### config.mk
export PLATFORM = sky130hd
export DESIGN_NAME = mem_fifo_loader
export DESIGN_NICKNAME = d
export VERILOG_FILES = /design/src/rtl/mem_fifo_loader_pkg.sv /design/src/rtl/mem_fifo_loader_serializer.sv /design/src/rtl/mem_fifo_loader.sv
export SDC_FILE = /design/constraint.sdc
export NUM_CORES = 1
export LEC_CHECK = 0
export ABC_AREA = 1
export ABC_CLOCK_PERIOD_IN_PS = 3680
export BUFFER_PORTS_ARGS = -buffer_cell sky130_fd_sc_hd__buf_4
export CORE_MARGIN = 2
export CORE_UTILIZATION = 53
export CTS_BUF_LIST = sky130_fd_sc_hd__clkbuf_16
export CTS_CLUSTER_DIAMETER = 30
export DETAILED_ROUTE_END_ITERATION = 16
export HOLD_SLACK_MARGIN = 0.1
export PLACE_DENSITY = 0.81
export SLEW_MARGIN = 20
export SYNTH_ARGS = -nofsm -noshare
export SYNTH_HDL_FRONTEND = slang
export SYNTH_SLANG_ARGS = --single-unit
### constraint.sdc
create_clock -name clk -period 3.68 [get_ports clk]
set_input_delay 0.184 -clock clk [delete_from_list [all_inputs] [get_ports clk]]
set_output_delay 0.184 -clock clk [all_outputs]
set_load 0.1 [all_outputs]
### src/rtl/mem_fifo_loader_pkg.sv
// Shared definitions for the MAC-array fill stage.
//   DATA_WIDTH / MEM_WIDTH / NUM_ROWS : default geometry (8-bit elements,
//                                       64-bit memory words, 8 A rows)
//   loader_state_t                    : loader FSM state encoding
package mem_fifo_loader_pkg;

   localparam int DATA_WIDTH = 8;
   localparam int MEM_WIDTH  = 64;
   localparam int NUM_ROWS   = 8;

   typedef enum logic [2:0] {
      IDLE,
      REQ,
      WAIT,
      SHIFT,
      DONE
   } loader_state_t;

endpackage

### src/rtl/mem_fifo_loader_serializer.sv
// word_serializer: holds one memory word and emits it one element at a time,
// least-significant element first.
//   clk, rst : clock and synchronous active-high reset
//   load     : capture din and restart at element 0
//   din      : MEM_WIDTH-bit word to serialize
//   active   : the owner wants to emit an element this cycle
//   stall    : the downstream target cannot accept; hold the current element
//   dout     : current element (low DATA_WIDTH bits of the shift register)
//   valid    : element is being handed over this cycle (active & ~stall)
//   last     : current element is the final one of the word
module word_serializer #(
   parameter int DATA_WIDTH = 8,
   parameter int MEM_WIDTH  = 64
) (
   input  logic                  clk,
   input  logic                  rst,
   input  logic                  load,
   input  logic [MEM_WIDTH-1:0]  din,
   input  logic                  active,
   input  logic                  stall,
   output logic [DATA_WIDTH-1:0] dout,
   output logic                  valid,
   output logic                  last
);

   localparam int NELEM = MEM_WIDTH / DATA_WIDTH;
   localparam int IDX_W = (NELEM > 1) ? $clog2(NELEM) : 1;

   logic [MEM_WIDTH-1:0] shreg;
   logic [IDX_W-1:0]     elem_idx;

   assign valid = active & ~stall;
   assign last  = (elem_idx == IDX_W'(NELEM - 1));
   assign dout  = shreg[DATA_WIDTH-1:0];

   // Shifting in zeros leaves the register clear once a word is drained,
   // so the shared FIFO data bus idles at zero between words.
   always_ff @(posedge clk) begin
      if (rst) begin
         shreg    <= '0;
         elem_idx <= '0;
      end else if (load) begin
         shreg    <= din;
         elem_idx <= '0;
      end else if (valid) begin
         shreg    <= shreg >> DATA_WIDTH;
         elem_idx <= last ? '0 : elem_idx + 1'b1;
      end
   end

endmodule

### src/rtl/mem_fifo_loader.sv
// mem_fifo_loader: fills the MAC array input FIFOs from memory. Reads
// NUM_ROWS+1 words over an Avalon-MM read port (word 0 = B vector,
// words 1..NUM_ROWS = A rows) and writes each word byte-by-byte into its FIFO.
//   clk, rst           : clock, synchronous active-high reset
//   start              : pulse; starts a load from IDLE or DONE
//   address, read      : Avalon read request (word address)
//   readdata           : Avalon read data, qualified by readdatavalid
//   waitrequest        : Avalon stall, request held while high
//   fifo_data          : byte shared by all FIFO write ports
//   wrreq_b, wrreq_a   : write strobes for the B FIFO and the A FIFOs
//   wrfull_b, wrfull_a : FIFO full flags
//   busy, done         : load in progress / load complete (level)
module mem_fifo_loader #(
   parameter int          DATA_WIDTH = mem_fifo_loader_pkg::DATA_WIDTH,
   parameter int          MEM_WIDTH  = mem_fifo_loader_pkg::MEM_WIDTH,
   parameter int          NUM_ROWS   = mem_fifo_loader_pkg::NUM_ROWS,
   parameter logic [31:0] BASE_ADDR  = 32'd0
) (
   input  logic                  clk,
   input  logic                  rst,
   input  logic                  start,
   output logic [31:0]           address,
   output logic                  read,
   input  logic [MEM_WIDTH-1:0]  readdata,
   input  logic                  readdatavalid,
   input  logic                  waitrequest,
   output logic [DATA_WIDTH-1:0] fifo_data,
   output logic                  wrreq_b,
   output logic [NUM_ROWS-1:0]   wrreq_a,
   input  logic                  wrfull_b,
   input  logic [NUM_ROWS-1:0]   wrfull_a,
   output logic                  busy,
   output logic                  done
);

   import mem_fifo_loader_pkg::*;

   localparam int WIDX_W = $clog2(NUM_ROWS + 1);

   loader_state_t     state, state_nxt;
   logic [WIDX_W-1:0] word_idx;
   logic              tgt_full;
   logic              ser_load;
   logic              ser_valid;
   logic              ser_last;
   logic              word_end;
   logic              final_word;
   logic              can_start;

   assign can_start  = (state == IDLE) || (state == DONE);
   assign word_end   = ser_valid & ser_last;
   assign final_word = (word_idx == WIDX_W'(NUM_ROWS));
   assign ser_load   = (state == WAIT) & readdatavalid;

   // Only the FIFO that the current word is headed for can stall the shift.
   always_comb begin
      tgt_full = wrfull_b;
      for (int r = 0; r < NUM_ROWS; r++) begin
         if (word_idx == WIDX_W'(r + 1)) tgt_full = wrfull_a[r];
      end
   end

   word_serializer #(
      .DATA_WIDTH (DATA_WIDTH),
      .MEM_WIDTH  (MEM_WIDTH)
   ) u_ser (
      .clk    (clk),
      .rst    (rst),
      .load   (ser_load),
      .din    (readdata),
      .active (state == SHIFT),
      .stall  (tgt_full),
      .dout   (fifo_data),
      .valid  (ser_valid),
      .last   (ser_last)
   );

   // One-hot strobe decode: word 0 feeds B, word r+1 feeds A FIFO r.
   always_comb begin
      wrreq_b = 1'b0;
      wrreq_a = '0;
      if (word_idx == '0) wrreq_b = ser_valid;
      for (int r = 0; r < NUM_ROWS; r++) begin
         if (word_idx == WIDX_W'(r + 1)) wrreq_a[r] = ser_valid;
      end
   end

   always_ff @(posedge clk) begin
      if (rst) begin
         state    <= IDLE;
         word_idx <= '0;
      end else begin
         state <= state_nxt;
         if (can_start && start) begin
            word_idx <= '0;
         end else if (word_end && !final_word) begin
            word_idx <= word_idx + 1'b1;
         end
      end
   end

   // read and address come straight from the state, so they stay stable for
   // as long as waitrequest holds the FSM in REQ.
   always_comb begin
      state_nxt = state;
      read      = 1'b0;
      address   = '0;
      busy      = 1'b0;
      done      = 1'b0;
      case (state)
         IDLE: begin
            if (start) state_nxt = REQ;
         end
         REQ: begin
            busy    = 1'b1;
            read    = 1'b1;
            address = BASE_ADDR + 32'(word_idx);
            if (!waitrequest) state_nxt = WAIT;
         end
         WAIT: begin
            busy = 1'b1;
            if (readdatavalid) state_nxt = SHIFT;
         end
         SHIFT: begin
            busy = 1'b1;
            if (word_end) state_nxt = final_word ? DONE : REQ;
         end
         DONE: begin
            done = 1'b1;
            if (start) state_nxt = REQ;
         end
         default: state_nxt = IDLE;
      endcase
   end

endmodule

==> summary.txt, run 1 <==
Power and ir drop
  – Maximum VDD drop: between 0.3 and 0.4 mV
  – Power per cell area: 576 mW/mm²
  – Pleak: 1.93 nW

Clock tree
  – CTS tree: built
  – CTS Buffer Depth: 2
  – Post-cts sizing count: 0
  – Num CTS Buffers: 9
  – Clock Pin Slew Worst Setup and Hold Paths: 0.06 ns
  – CTS Hold Bufs: 0
  – H-tree lvl count: 3
  – Root Driver: clkbuf_16
  – Number of post-CTS setup repair buffers: 0
  – Insertion delay to the later sink of the worst-skew pair: ~0.33 ns
  – Sink Count: 74

Setup path
  – CP max FO: 11
  – Startpoint types: flop
  – Worst setup EP type: primary output
  – Critical Path AT: 2.48 ns
  – Req. time, crit path: roughly 3.5 ns
  – Setup CP Type: flop to primary output

Die
  – I/O pin cnt: 130
  – Initial Utilization: 0.545
  – Die span in x: approximately 90 µm
  – Vert. Die Dim: 90.1 µm
  – Core region area: 0.00721 mm²
  – # rows: 31
  – Full die area: between 0.008 and 0.009 mm²

Timing
  – Final setup violation count: 0
  – Final hold vios: 0
  – Fmax: approximately 370 MHz
  – Fin Setup TNS: 0 ns
  – Worst-margin pin slew: about 0.8 ns
  – RSZ-0062 raised after global routing: false
  – Final worst path period need: between 2 and 3 ns
  – Final hold slack: 0.109 ns
  – Worst clock skew: roughly 0.0049 ns
  – Slew HR: 0.465
  – Fin. max-slew vios: 0
  – Final period util: 0.725

Synthesis
  – Ys Warns: 0
  – Post-synth top area share: 0.377
  – Cell variety after synth: 29
  – Post-synth ARST share: 0
  – Seq/Total Area, Yosys: 0.377
  – Top FF cell, synth: dfxtp_1
  – Top area cells in the synthesized netlist: dfxtp_1 38%, nand2_1 12%, buf_4 7.8%
  – Post-Syn Area: roughly 0.0039 mm²
  – Mapped Cells: between 500 and 600
  – Syn_area_per_cell: roughly 7.0 µm²
  – EDFF count, synth: 0
  – Synth top cells by count: 123 x nand2_1, 74 x dfxtp_1, 58 x nor2_1
  – Top-count cell post-synth: nand2_1
  – Number of register bits inferred by synthesis: 74
  – Post-synth top area cell: dfxtp_1

Global routing
  – Total gr overflow: 0
  – Global-route wire length before repair: approximately 15000 µm
  – Grt met1 use: 0.273
  – Largest net degree at the start of global routing: 71
  – GRT Max-Usage Layer: met2
  – Initial antenna violation count: 0
  – Total track usage: 0.219
  – Vias in the first global route: about 3300
  – Met3 Resource Use GR: 0.0503
  – Met2 usage in global routing: 0.370

Outcome
  – Status: completed

Flow run
  – Total of max-cap violations: 0

Final layout
  – Antenna cells: 0
  – Filler cell count: about 670
  – Post-Layout Cell Count: roughly 740
  – Nets: 716
  – Area of the multi-input gates: approximately 0.0019 mm²
  – Synth-to-Final Area Change: 21.8%
  – Reg area: about 0.0015 mm²
  – Layout cells sized above 1: 0.212
  – Final Util: 0.664

Route
  – Post-route ant nets: 0
  – DR WL/cell: around 12 µm
  – Detailed-route via count: around 3700
  – 1st-pass router iterations: 5
  – Drt via density: around 5.1
  – DRC viols: 0
  – Iteration-0 DRC Markers: roughly 240
  – Total Wirelength: between 9000 and 10000 µm

Placed design
  – Port Buf Inserts: around 100
  – Post-DP HPWL: between 6000 and 7000 µm
  – Placed cells: 720
  – GPL Wtd Cong: 0.912

Worst hold path
  – Hold Crit Class: primary input to flop
## layout by cell type (no fill, tap or decap), drive strengths merged
cell type	count
clkinv	2
o21ai	7
nor3	4
nand4	4
bufinv	1
buf	104
or2	1
dfxtp	74
nor2	63
conb	28
clkinvlp	4
inv	62
clkbuf	9
nand3b	1
nor4	1
ha	6
nand3	35
nand2	124
a31oi	24
a22oi	32
xor2	2
nor3b	1
a21oi	48
## final cells by class
| cell class | count | share of cell area |
|---|---|---|
| sequential | 74 | 0.309 |
| timing repair buffer | 104 | 0.163 |
| inverter | 62 | 0.0486 |
| multi-input combinational | 381 | 0.391 |
| tap | 99 | 0.0259 |
| clock inverter | 7 | 0.0146 |
| clock buffer | 9 | 0.0470 |
## sequential cells by signal, summed over array words and instances, names as in the netlist
register and count:
u_ser.elem_idx 3, u_ser.shreg 64, state 3, word_idx 4
## metal layers
metal / vias up / part of all wire
li1: 1902 / -
met1: 1702 / 0.42
met3: 13 / 0.058
met5: - / 0
met2: 126 / 0.50
met4: 0 / 0.015
## logic make-up (layout without fill, tap and decap cells)
| group | after synthesis | count (layout) | synth area share |
|---|---|---|---|
| buf+inv | 133 | 182 | 0.176 |
| simple gates | 234 | 234 | 0.253 |
| flops | 74 | 74 | 0.377 |
| other cells | 1 | 28 | 0.000954 |
| fa+ha+maj | 6 | 6 | 0.0191 |
| compound gates | 111 | 111 | 0.169 |
| xor+xnor | 2 | 2 | 0.00446 |
## where the power goes
group	switching [mW]	leakage [nW]	internal [mW]
combinational	0.701	1.20	0.247
sequential	0.0566	0.599	0.898
clock	0.333	0.133	0.521
## per-stage QoR
step | power (mW) | instance area [µm²] | worst slack [ns]
5_1_grt | 2.90 | 4790 | 0.760
6_report | 2.76 | 4790 | 1.01
3_3_place_gp | 1.90 | 4490 | 1.24
4_1_cts | 2.77 | 4790 | 1.02
2_1_floorplan | 1.77 | 4040 | -0.123
3_5_place_dp | 1.92 | 4490 | 1.16
## worst max-delay path, cell delays in order (launching register included)
cell	delay [ns]
dfxtp_1	0.35
inv_1	0.13
ha_1	0.18
inv_1	0.07
nor3_2	0.20
inv_2	0.12
nor2_2	0.11
inv_2	0.05
nor2_4	0.09
inv_2	0.05
nand2_4	0.16
inv_2	0.14
nor4_2	0.18
buf_4	0.34
## final timing paths
path | start | endpoint | slack (ns) | cells after the start
min reg2reg | u_ser.shreg[62] | u_ser.shreg[62] | 0.46 | 2
min | readdata[61] | u_ser.shreg[61] | 0.11 | 3
max reg2reg | word_idx[0] | word_idx[0] | 1.10 | 14
max | word_idx[0] | wrreq_b | 1.01 | 13
No activity file was read; power rests on OpenSTA's default activity.
==> run 2: changes to the inputs <==
--- a/config.mk
+++ b/config.mk
@@ -6,15 +6,15 @@
 export NUM_CORES = 1
 export LEC_CHECK = 0
 export ABC_AREA = 1
-export ABC_CLOCK_PERIOD_IN_PS = 3680
+export ABC_CLOCK_PERIOD_IN_PS = 2400
 export BUFFER_PORTS_ARGS = -buffer_cell sky130_fd_sc_hd__buf_4
 export CORE_MARGIN = 2
-export CORE_UTILIZATION = 53
+export CORE_UTILIZATION = 46
 export CTS_BUF_LIST = sky130_fd_sc_hd__clkbuf_16
 export CTS_CLUSTER_DIAMETER = 30
 export DETAILED_ROUTE_END_ITERATION = 16
 export HOLD_SLACK_MARGIN = 0.1
-export PLACE_DENSITY = 0.81
+export PLACE_DENSITY = 0.75
 export SLEW_MARGIN = 20
 export SYNTH_ARGS = -nofsm -noshare
 export SYNTH_HDL_FRONTEND = slang
==> constraint.sdc (replaced) <==
create_clock -name clk -period 2.4 [get_ports clk]
set_input_delay 0.12 -clock clk [delete_from_list [all_inputs] [get_ports clk]]
set_output_delay 0.12 -clock clk [all_outputs]
set_load 0.1 [all_outputs]
==> run 2 against run 1 <==
- via count up 9.1%
- sequential power increased by 54%
- wire length up 17%
- count of clock-buffer cells in the layout unchanged
- global-route usage is 1.0 points higher
- clock skew rose by 0.0039 ns
- first-iteration DRC count grew 4.2%
- cell count is 8.6% higher
- largest cell class unchanged
==> summary.txt, run 2 (synthesis gave the netlist of run 1 again) <==
Global routing
  – Met3 Resource Use GR: 0.0652
  – Initial antenna violation count: 0
  – Global-route wire length before repair: ~17000 µm
  – Largest net degree at the start of global routing: 71
  – Total track usage: 0.229
  – Vias in the first global route: 3743
  – Met2 usage in global routing: 0.402
  – Grt met1 use: 0.264
  – GRT Max-Usage Layer: met2
  – Total gr overflow: 0

Setup path
  – Slowest cell on the critical path: dfxtp_4
  – Worst R2R Path Depth: 18
  – Setup CP Type: flop to primary output
  – CP endpoint: wrreq_b
  – Worst r2r dst: u_ser.shreg[45]
  – Worst path depth: 16
  – Startpoint types: flop
  – Crit path buf inv count: 3
  – Worst setup EP type: primary output
  – CP max FO: 10
  – CP cell instances: inv_2 -> ha_1 -> nand2_1 -> nand2_1 -> nand3_1 -> nand2_1 -> nand2_1 -> nand2_1 -> nand2_1 -> nand2_1 -> nand2_1 -> nand2_1 -> nand2_4 -> inv_6 -> nor4_4 -> buf_6
  – Crit path top cell by count: nand2_1
  – Worst Setup SP: word_idx[1]
  – Slowest stage delay, CP: between 0.3 and 0.4 ns
  – Critical Path AT: roughly 2.2 ns
  – Kind of cell adding the most delay to the critical path: simple AND/OR/NAND/NOR gates
  – Req. time, crit path: 2.28 ns
  – FF-to-FF Start: word_idx[0]
  – R2R Setup Slk: 0.18 ns

Timing
  – Worst clock skew: 0.00885 ns
  – Fmax: about 430 MHz
  – Post-route setup slack: slightly above 0.09 ns
  – Worst-margin pin slew: 0.783 ns
  – Fin. max-slew vios: 0
  – Final hold slack: 0.0934 ns
  – RSZ-0062 raised after global routing: true
  – Slew HR: 0.478
  – Final setup violation count: 0
  – Final worst path period need: 2.31 ns
  – Final hold vios: 0
  – Final period util: 0.961

Clock tree
  – Insertion delay to the later sink of the worst-skew pair: 0.33 ns
  – Num CTS Buffers: 9
  – Clock Pin Slew Worst Setup and Hold Paths: about 0.060 ns
  – Sink Count: 74
  – H-tree lvl count: 3
  – CTS tree: built
  – CTS Buffer Depth: 2
  – Root Driver: clkbuf_16

Route
  – 1st-pass router iterations: 5
  – Detailed-route via count: 4085
  – Total Wirelength: 10600 µm
  – DRC viols: 0
  – Drt via density: 5.11
  – DR WL/cell: between 10 and 15 µm
  – Iteration-0 DRC Markers: roughly 250
  – Post-route ant nets: 0

Power and ir drop
  – Maximum VDD drop: roughly 0.45 mV
  – Total net switching power: around 1.7 mW
  – Int Power: around 2.8 mW
  – Pleak: about 2.2 nW
  – Reg power frac: 0.326
  – Switch share: 0.384
  – Comb pwr share: 0.360
  – Power per cell area: 815 mW/mm²
  – Total power: ~4.5 mW
  – Clock power share: 0.314

Flow run
  – Total of max-cap violations: 0

Die
  – Vert. Die Dim: roughly 96 µm
  – Core region area: ~0.0083 mm²
  – # rows: 33
  – Full die area: between 0.009 and 0.01 mm²
  – Die span in x: slightly below 100 µm
  – I/O pin cnt: 130
  – Initial Utilization: 0.476

Final layout
  – Layout cells sized above 1: 0.232
  – Final Util: 0.670
  – Filler cell count: between 600 and 700
  – Largest register FFs: 64
  – Nets: a little under 800
  – Antenna cells: 0
  – Top flop regs: u_ser.shreg: 64 flops, word_idx: 4 flops
  – Most common cell after layout, fill and taps aside: nand2_1
  – Final Cell Area: around 0.0055 mm²
  – Most flops, register: u_ser.shreg
  – Synth-to-Final Area Change: 40.8%
  – Leading cell types in the layout, fill and taps excluded: 123 x nand2_1, 102 x buf_4, 70 x dfxtp_1

Placed design
  – Worst slack, placed: ~0.075 ns
  – Port Buf Inserts: around 100
  – Post-placement cell area: between 0.004 and 0.005 mm²
  – Post-DP HPWL: ~6800 µm
  – GPL Wtd Cong: around 0.96

Worst hold path
  – Hold Crit Class: primary input to flop
  – Hold_sp: readdata[23]

Outcome
  – Status: completed
==> run 2: power by group through the flow <==
stage,combinational (mW),clock [mW],sequential [mW]
after floorplan,1.28,0,1.47
after global placement,1.53,0,1.49
after detailed placement,1.54,0,1.49
after CTS,1.61,1.43,1.47
after global routing,1.75,1.49,1.49
final,1.62,1.41,1.47
==> run 2: worst min path at each step <==
stage	slack, ns	to	cells past startpoint
detailed placement	0.39	u_ser.shreg[60]	3
global placement	0.39	u_ser.shreg[61]	3
floorplan	0.27	u_ser.shreg[56]	2
CTS	0.10	u_ser.shreg[48]	3
finish	0.09	u_ser.shreg[23]	3
global route	0.11	u_ser.shreg[23]	3
==> run 2: metal layers <==
metal / wire (µm) / vias to the layer above
met5: 0 / -
met4: 300 / 0
met3: 685 / 26
met2: 5370 / 152
met1: 4230 / 1892
li1: - / 2015
==> run 2: worst register-to-register path, stage by stage (launching register included) <==
cell and delay (ns):
dfxtp_4 0.36, inv_2 0.11, ha_2 0.22, nand3_1 0.09
nand2_1 0.07, inv_1 0.04, nand2_1 0.06, nand2_1 0.05
nand2_1 0.05, nand2_1 0.04, nand2_1 0.06, nand2_1 0.05
nand2_1 0.10, nand2_4 0.07, buf_4 0.19, nor2_8 0.11
buf_6 0.23, nand2_1 0.09, a21oi_1 0.15
==> run 2: what timing repair did <==
item	4_1_cts	5_1_grt
gates resized for setup	4	8
hold buffers	52	0
pin swaps	2	2
setup buffers	1	0
endpoints found under the setup margin	8	42
endpoints found under the hold margin	52	0
==> run 2: stage by stage <==
step / cells / setup TNS (ns)
after detailed placement: 730 / 0
after CTS: 799 / 0
after global placement: 730 / 0
after global routing: 799 / -0.0364
after floorplan: 588 / -4.29
final: 799 / 0
==> run 2: cell type report <==
class,instances,area (µm²),area share
timing repair buffer,161,1400,0.253
tap,105,131,0.0237
inverter,62,238,0.0430
clock inverter,7,92.6,0.0167
multi-input combinational,381,1950,0.353
clock buffer,9,225,0.0407
sequential,74,1490,0.270
